### src/rtl/afifo_rd_stream.sv
// Read-side drain stage for an asynchronous FIFO: pops show-ahead words into a
// two-entry registered buffer and presents them as a packet-tagged valid/ready stream.
module afifo_rd_stream #(
  parameter int DATA_WIDTH = 8,
  parameter int PKT_LEN    = 4,
  parameter int CNT_WIDTH  = 16
) (
  input  logic                  rclk,
  input  logic                  rrst_n,
  input  logic                  rd_en,
  input  logic                  rempty,
  input  logic [DATA_WIDTH-1:0] rdata,
  output logic                  rinc,
  output logic                  m_valid,
  output logic [DATA_WIDTH-1:0] m_data,
  output logic                  m_last,
  input  logic                  m_ready,
  output logic [CNT_WIDTH-1:0]  word_cnt
);

  localparam logic [7:0]           LAST_IDX = 8'(PKT_LEN - 1);
  localparam logic [CNT_WIDTH-1:0] CNT_ONE  = CNT_WIDTH'(1);

  logic [1:0]            r_occ;
  logic [DATA_WIDTH-1:0] r_head;
  logic [DATA_WIDTH-1:0] r_tail;
  logic [7:0]            r_pkt_idx;
  logic [CNT_WIDTH-1:0]  r_cnt;

  logic w_push;
  logic w_pop;

  // Pop decision uses only the registered occupancy, so m_ready never reaches rinc.
  assign rinc     = rd_en & ~rempty & (r_occ != 2'd2);
  assign w_push   = rinc;
  assign w_pop    = m_valid & m_ready;

  assign m_valid  = (r_occ != 2'd0);
  assign m_data   = r_head;
  assign m_last   = m_valid & (r_pkt_idx == LAST_IDX);
  assign word_cnt = r_cnt;

  always_ff @(posedge rclk or negedge rrst_n) begin
    if (!rrst_n) begin
      r_occ     <= 2'd0;
      r_head    <= '0;
      r_tail    <= '0;
      r_pkt_idx <= 8'd0;
      r_cnt     <= '0;
    end else begin
      case ({w_push, w_pop})
        2'b10: begin
          if (r_occ == 2'd0) r_head <= rdata;
          else               r_tail <= rdata;
          r_occ <= r_occ + 2'd1;
        end
        2'b01: begin
          r_head <= r_tail;
          r_occ  <= r_occ - 2'd1;
        end
        // Push with pop only happens at occupancy 1: the new word replaces the head.
        2'b11:   r_head <= rdata;
        default: ;
      endcase

      if (w_pop) begin
        r_cnt     <= r_cnt + CNT_ONE;
        r_pkt_idx <= (r_pkt_idx == LAST_IDX) ? 8'd0 : r_pkt_idx + 8'd1;
      end
    end
  end

endmodule

### config.mk
export PLATFORM = sky130hd
export DESIGN_NAME = afifo_rd_stream
export DESIGN_NICKNAME = d
export VERILOG_FILES = /design/src/rtl/afifo_rd_stream.sv
export SDC_FILE = /design/constraint.sdc
export NUM_CORES = 1
export LEC_CHECK = 0
export ABC_AREA = 1
export CAP_MARGIN = 20
export CORE_MARGIN = 4
export CORE_UTILIZATION = 51
export DETAILED_ROUTE_END_ITERATION = 7
export PLACE_DENSITY = 0.79
export SLEW_MARGIN = 25
export SYNTH_ARGS = -nofsm -noshare
export SYNTH_HDL_FRONTEND = slang
export SYNTH_SLANG_ARGS = --single-unit
### constraint.sdc
create_clock -name rclk -period 1.9 [get_ports rclk]
set_input_delay 0.475 -clock rclk [delete_from_list [all_inputs] [get_ports rclk]]
set_output_delay 0.475 -clock rclk [all_outputs]
set_load 0.005 [all_outputs]
# Yosys cells after proc, flatten, opt, wreduce, memory -nomap -nowiden
# Cells that the tools add are included.
# classes
n_addsub	4
n_eq_ne	6
n_mux	4
bitwise	6
n_reduce_logical	6
# op_table
op	count
$pmux W8 S3	1
$add A16 B1 Y16 const B	1
$mux W8	2
$add A8 B1 Y8 const B	1
$eq A8 B2 Y1 const B	1
$and A1 B1 Y1	4
$eq A2 B2 Y1 const B	2
$ne A2 B2 Y1 const B	2
$pmux W2 S2	1
$reduce_and A2 Y1	2
$reduce_bool A2 Y1	2
$reduce_bool A3 Y1	1
$add A2 B1 Y2 const B	1
$eq A2 B1 Y1 const B	1
$logic_not A2 Y1	1
$not A1 Y1	2
$sub A2 B1 Y2 const B	1
# totals
reg_bits	42
inputBits	13
output_inout_bits	27
wordCells	31

# Longest topological paths before layout
# logic_depth
depth_word	6
ltp_mapped	10
ltp_nobuf	8

# Least setup slack after synthesis
# No wires, ideal clock.
# synth_timing
path_kind	in2reg
start	in rempty
end	reg r_head[5], in the netlist m_data[5]
setup_ns	0.073
arrival_time_ns	1.715
required_ns	1.827
slack_ns	0.112
stages	10
n_path_buf	2
path_cell_list	inv_1 nand2_1 a21oi_1 inv_1 ha_1 buf_2 clkbuf_1 nor2_1 a21oi_1 a21oi_2
# synth_via
elab_chain_len	6
elab_cells_between_ends	10
cone_classes	4 x eq/ne; 1 x mux; 3 x bitwise; 2 x reduce/logical
# synth_lines
item	line_no	text
start, declared	11	input logic rempty,
$not A1 Y1 (*)	34	assign rinc = rd_en & ~rempty & (r_occ != 2'd2);
$and A1 B1 Y1 (*) (2 in a row)	34	
net rinc	13	output logic rinc,
$eq A2 B2 Y1 or $eq A2 B1 Y1 (tied branches)	51	case ({w_push, w_pop})
$ne A2 B2 Y1 (no source line) or $reduce_bool A3 Y1 (tied branches)	n/a	
$reduce_and A2 Y1 (no source line)	n/a	
end signal, assigned	53	if (r_occ == 2'd0) r_head <= rdata;
end signal, assigned	58	r_head <= r_tail;
end signal, assigned	62	2'b11: r_head <= rdata;
end, declared	25	logic [DATA_WIDTH-1:0] r_head;
# The timed path passes the listed nets; every way through them passes the cells marked *.
# A chain may end at the register's enable or synchronous reset.

# Worst setup path after layout
# layout_timing
start	reg r_pkt_idx[0]
end	out m_last
# layout_via
elab_chain_len	2
# layout_lines
item	line_no	text
start, declared	27	logic [7:0] r_pkt_idx;
start signal, assigned	68	r_pkt_idx <= (r_pkt_idx == LAST_IDX) ? 8'd0 : r_pkt_idx + 8'd1;
$eq A8 B2 Y1	40	assign m_last = m_valid & (r_pkt_idx == LAST_IDX);
$and A1 B1 Y1	40	
end, declared	16	output logic m_last,
# Every way passes these cells.

==> results.yml <==
status:
  outcome: "finished clean"
grt:
  grt_usage_pct: 17.8
  grt_pass1_wl_um: 7320
  first_global_vias: 1681
  grt_overflow: 0
  antenna_found_initial: 0
  grt_max_degree: 23
power_and_ir_drop:
  peakVddDrop_v: 0.000879
  powerDensity_nw_per_um2: 1250
  power.leakage_uw: 0.00136
timing:
  fin_skew_ns: 0.00390
  max_freq_mhz: 550
  tns_ns: 0
  slew_violations: 0
  finalHoldViolations: 0
  holdWs_ns: 0.121
  period_needed_ns: 1.82
  setup_viol: 0
  timing.final.crit_share_pct: 95.7
  slew-limit-headroom_pct: 69.0
  rsz0062_at_grt: "false"
  worst_slew_pin_slew_ns: 0.465
synthesis:
  synth.top_cell.area_share_pct: 50.1
  synth_area_um2: 2100
  yosys_warnings: 0
  ys_seq_elements: 42
  syn_nets: 264
  ys_seq_area_share_pct: 50.1
  synth_edf_count: 0
  yosys.area.top_type: "dfrtp_1"
  netlist_instances: 247
  synthTopCellsByArea: "dfrtp_1 (50%), nand2_1 (9.3%), nor2_1 (6.4%)"
  ys_types: 26
  ys_async_sr_fraction_pct: 100
  synth_ff_type: "dfrtp_1"
  syn_avg_cell_area_um2: 8.48
clocking:
  clk_pin_slew_ns: 0.08
  clock_path_buffers: 2
  cts_hold_buf: 0
  cts.sinks: 42
  cts_tree: "yes"
  cts_buffers: 5
  htree_levels: 2
  cts_root_buf: "clkbuf_8"
  clock_latency_ns: 0.29
critical_path:
  critPathLaunch: "r_pkt_idx[0]$_DFFE_PN0P_"
  rr_worst_depth: 8
  reg2reg_slack_ns: 0.26
  cp_data_required_time_ns: 1.42
  crit_slowest_cell: "dfrtp_1"
  endpoint: "m_last"
  critPathMaxFanout: 2
  cp-end-kind: "primary output"
  critical_path_class: "flop to primary output"
  r2r_end: "r_occ[1]$_DFFE_PN0P_"
  slowest_delay_ns: 0.40
  cp_cell_sequence: "ha_1, nand4_1, nor2_1, dlygate4sd2_1"
  regToRegStartpoint: "r_occ[1]$_DFFE_PN0P_"
  cp.arrival_ns: 1.34
  startpoint_type: "flop"
placement:
  gp_congestion: 0.846
  io_buffers: 39
  placed_cells: 347
  post-dp-hpwl_um: 3060
floorplanning:
  core_area_um2: 4000
  die_y_um: 72.1
  die_area_um2: 5200
  io_pins: 40
  die_w_um: 72.1
  start_util_pct: 52.4
  rows: 23
finish:
  num-nets-final: 325
  final-instance-count-excl-fill: 359
  n_antenna_cell: 0
  synthToLayoutAreaGrowth_pct: 32.7
  final_layout_size_suffix_gt1_share_pct: 14.6
routing:
  dr_total_vias: 1740
  drt-initial-drc-count: 79
  firstDrtPassIters: 4
  viasPerCell: 4.85
  ant_nets: 0
  detail_route.wirelength_um: 4200
  drcViolationCount: 0
  wl_per_cell_um: 11.7
run:
  max-cap-violations: 0
hold_path:
  hp-class: "input port to asynchronous set/reset pin"
## flip-flops by register name (all words and copies together) (netlist names)
| register | flops |
|---|---|
| r_occ | 2 |
| r_pkt_idx | 8 |
| r_tail | 8 |
| word_cnt | 16 |
| m_data | 8 |
## metrics by stage
step | cell area [um^2] | util (%) | setup WS (ns) | total power [uW]
final | 2780 | 69.5 | 0.0820 | 3480
after global routing | 2780 | 69.5 | 0.00135 | 3750
after CTS | 2780 | 69.5 | 0.0263 | 3510
after detailed placement | 2660 | 66.4 | -0.343 | 2850
after global placement | 2660 | 66.4 | -0.327 | 2790
after floorplan | 2100 | - | 0.112 | 2160
## kinds of logic (layout without fill, tap and decap cells)
family | count (synthesis) | after routing | share of synthesized area [%]
flops | 42 | 42 | 50.1
simple gates | 117 | 117 | 25.4
xor+xnor | 15 | 15 | 6.27
compound gates | 32 | 32 | 8.54
buf+inv | 37 | 99 | 7.22
fa+ha+maj | 4 | 4 | 2.39
## how the worst min path moves through the flow
stage | startpoint | endpoint | cells after the start
6_report | rrst_n | word_cnt[0]$_DFFE_PN0P_ | 1
5_1_grt | rrst_n | word_cnt[0]$_DFFE_PN0P_ | 1
4_1_cts | rrst_n | word_cnt[0]$_DFFE_PN0P_ | 1
3_5_place_dp | rrst_n | word_cnt[0]$_DFFE_PN0P_ | 1
3_3_place_gp | rrst_n | word_cnt[1]$_DFFE_PN0P_ | 1
2_1_floorplan | rrst_n | m_data[0]$_DFFE_PN0P_ | 0
## cell usage after synthesis (2+ instances only)
cell type  instances
nand2_1           52
dfrtp_1           42
nor2_1            36
inv_1             29
a21oi_1           16
nand3_1           11
o21ai_0           11
nand4_1            8
xnor2_1            8
xor2_1             7
ha_1               4
inv_2              3
a21oi_2            2
clkbuf_1           2
nand2_4            2
nand3b_1           2
nor2_2             2
o21ai_1            2
## critical path: cells and delay by family, from the launching register on
kind / cells / cell delay (ns)
flops: 1 / 0.40
fa+ha+maj: 1 / 0.22
simple gates: 2 / 0.16
buf+inv: 1 / 0.27
## power breakdown
group | switching [uW] | internal (uW)
sequential | 230 | 1200
clock | 302 | 293
combinational | 683 | 776
total | 1210 | 2270
## area by class of cell
cell class                 count  area (um^2)
sequential                    42         1050
fill                         339         1220
clock inverter                 1         5.00
multi-input combinational    168          900
clock buffer                   7         86.3
inverter                      32          120
timing repair buffer          59          557
tap                           50         62.6
## routing by layer
| layer | vias to the layer above | track usage, % | share of wire (%) |
|---|---|---|---|
| li1 | 902 | - | - |
| met4 | 0 | 7.72 | 2.1 |
| met5 | - | 0 | 0 |
| met2 | 42 | 29.5 | 47 |
| met1 | 786 | 22.7 | 45 |
| met3 | 10 | 3.46 | 5.4 |
## cell usage in the layout, fill, tap and decap left out, types with 2 or more instances in the layout
master / synthesis / final
inv_1: 29 / 29
nand3_1: 11 / 11
ha_1: 4 / 4
nand3b_1: 2 / 2
buf_12: 0 / 2
nand4_1: 8 / 8
xor2_1: 7 / 7
a21oi_1: 16 / 15
nand2_1: 52 / 52
a21oi_2: 2 / 3
clkdlybuf4s50_1: 0 / 35
o21ai_1: 2 / 3
clkbuf_8: 0 / 6
dfrtp_1: 42 / 42
nor2_2: 2 / 3
inv_2: 3 / 3
nand2_4: 2 / 2
nor2_1: 36 / 35
o21ai_0: 11 / 10
buf_4: 1 / 18
xnor2_1: 8 / 8
## what timing repair did
action | in CTS | in global routing
endpoints found under the hold margin | 0 | 0
gates resized for setup | 3 | 5
buffers inserted | 4 | 0
setup endpoints to repair | 3 | 4
Note: power is estimated with default switching activity, not from simulation.
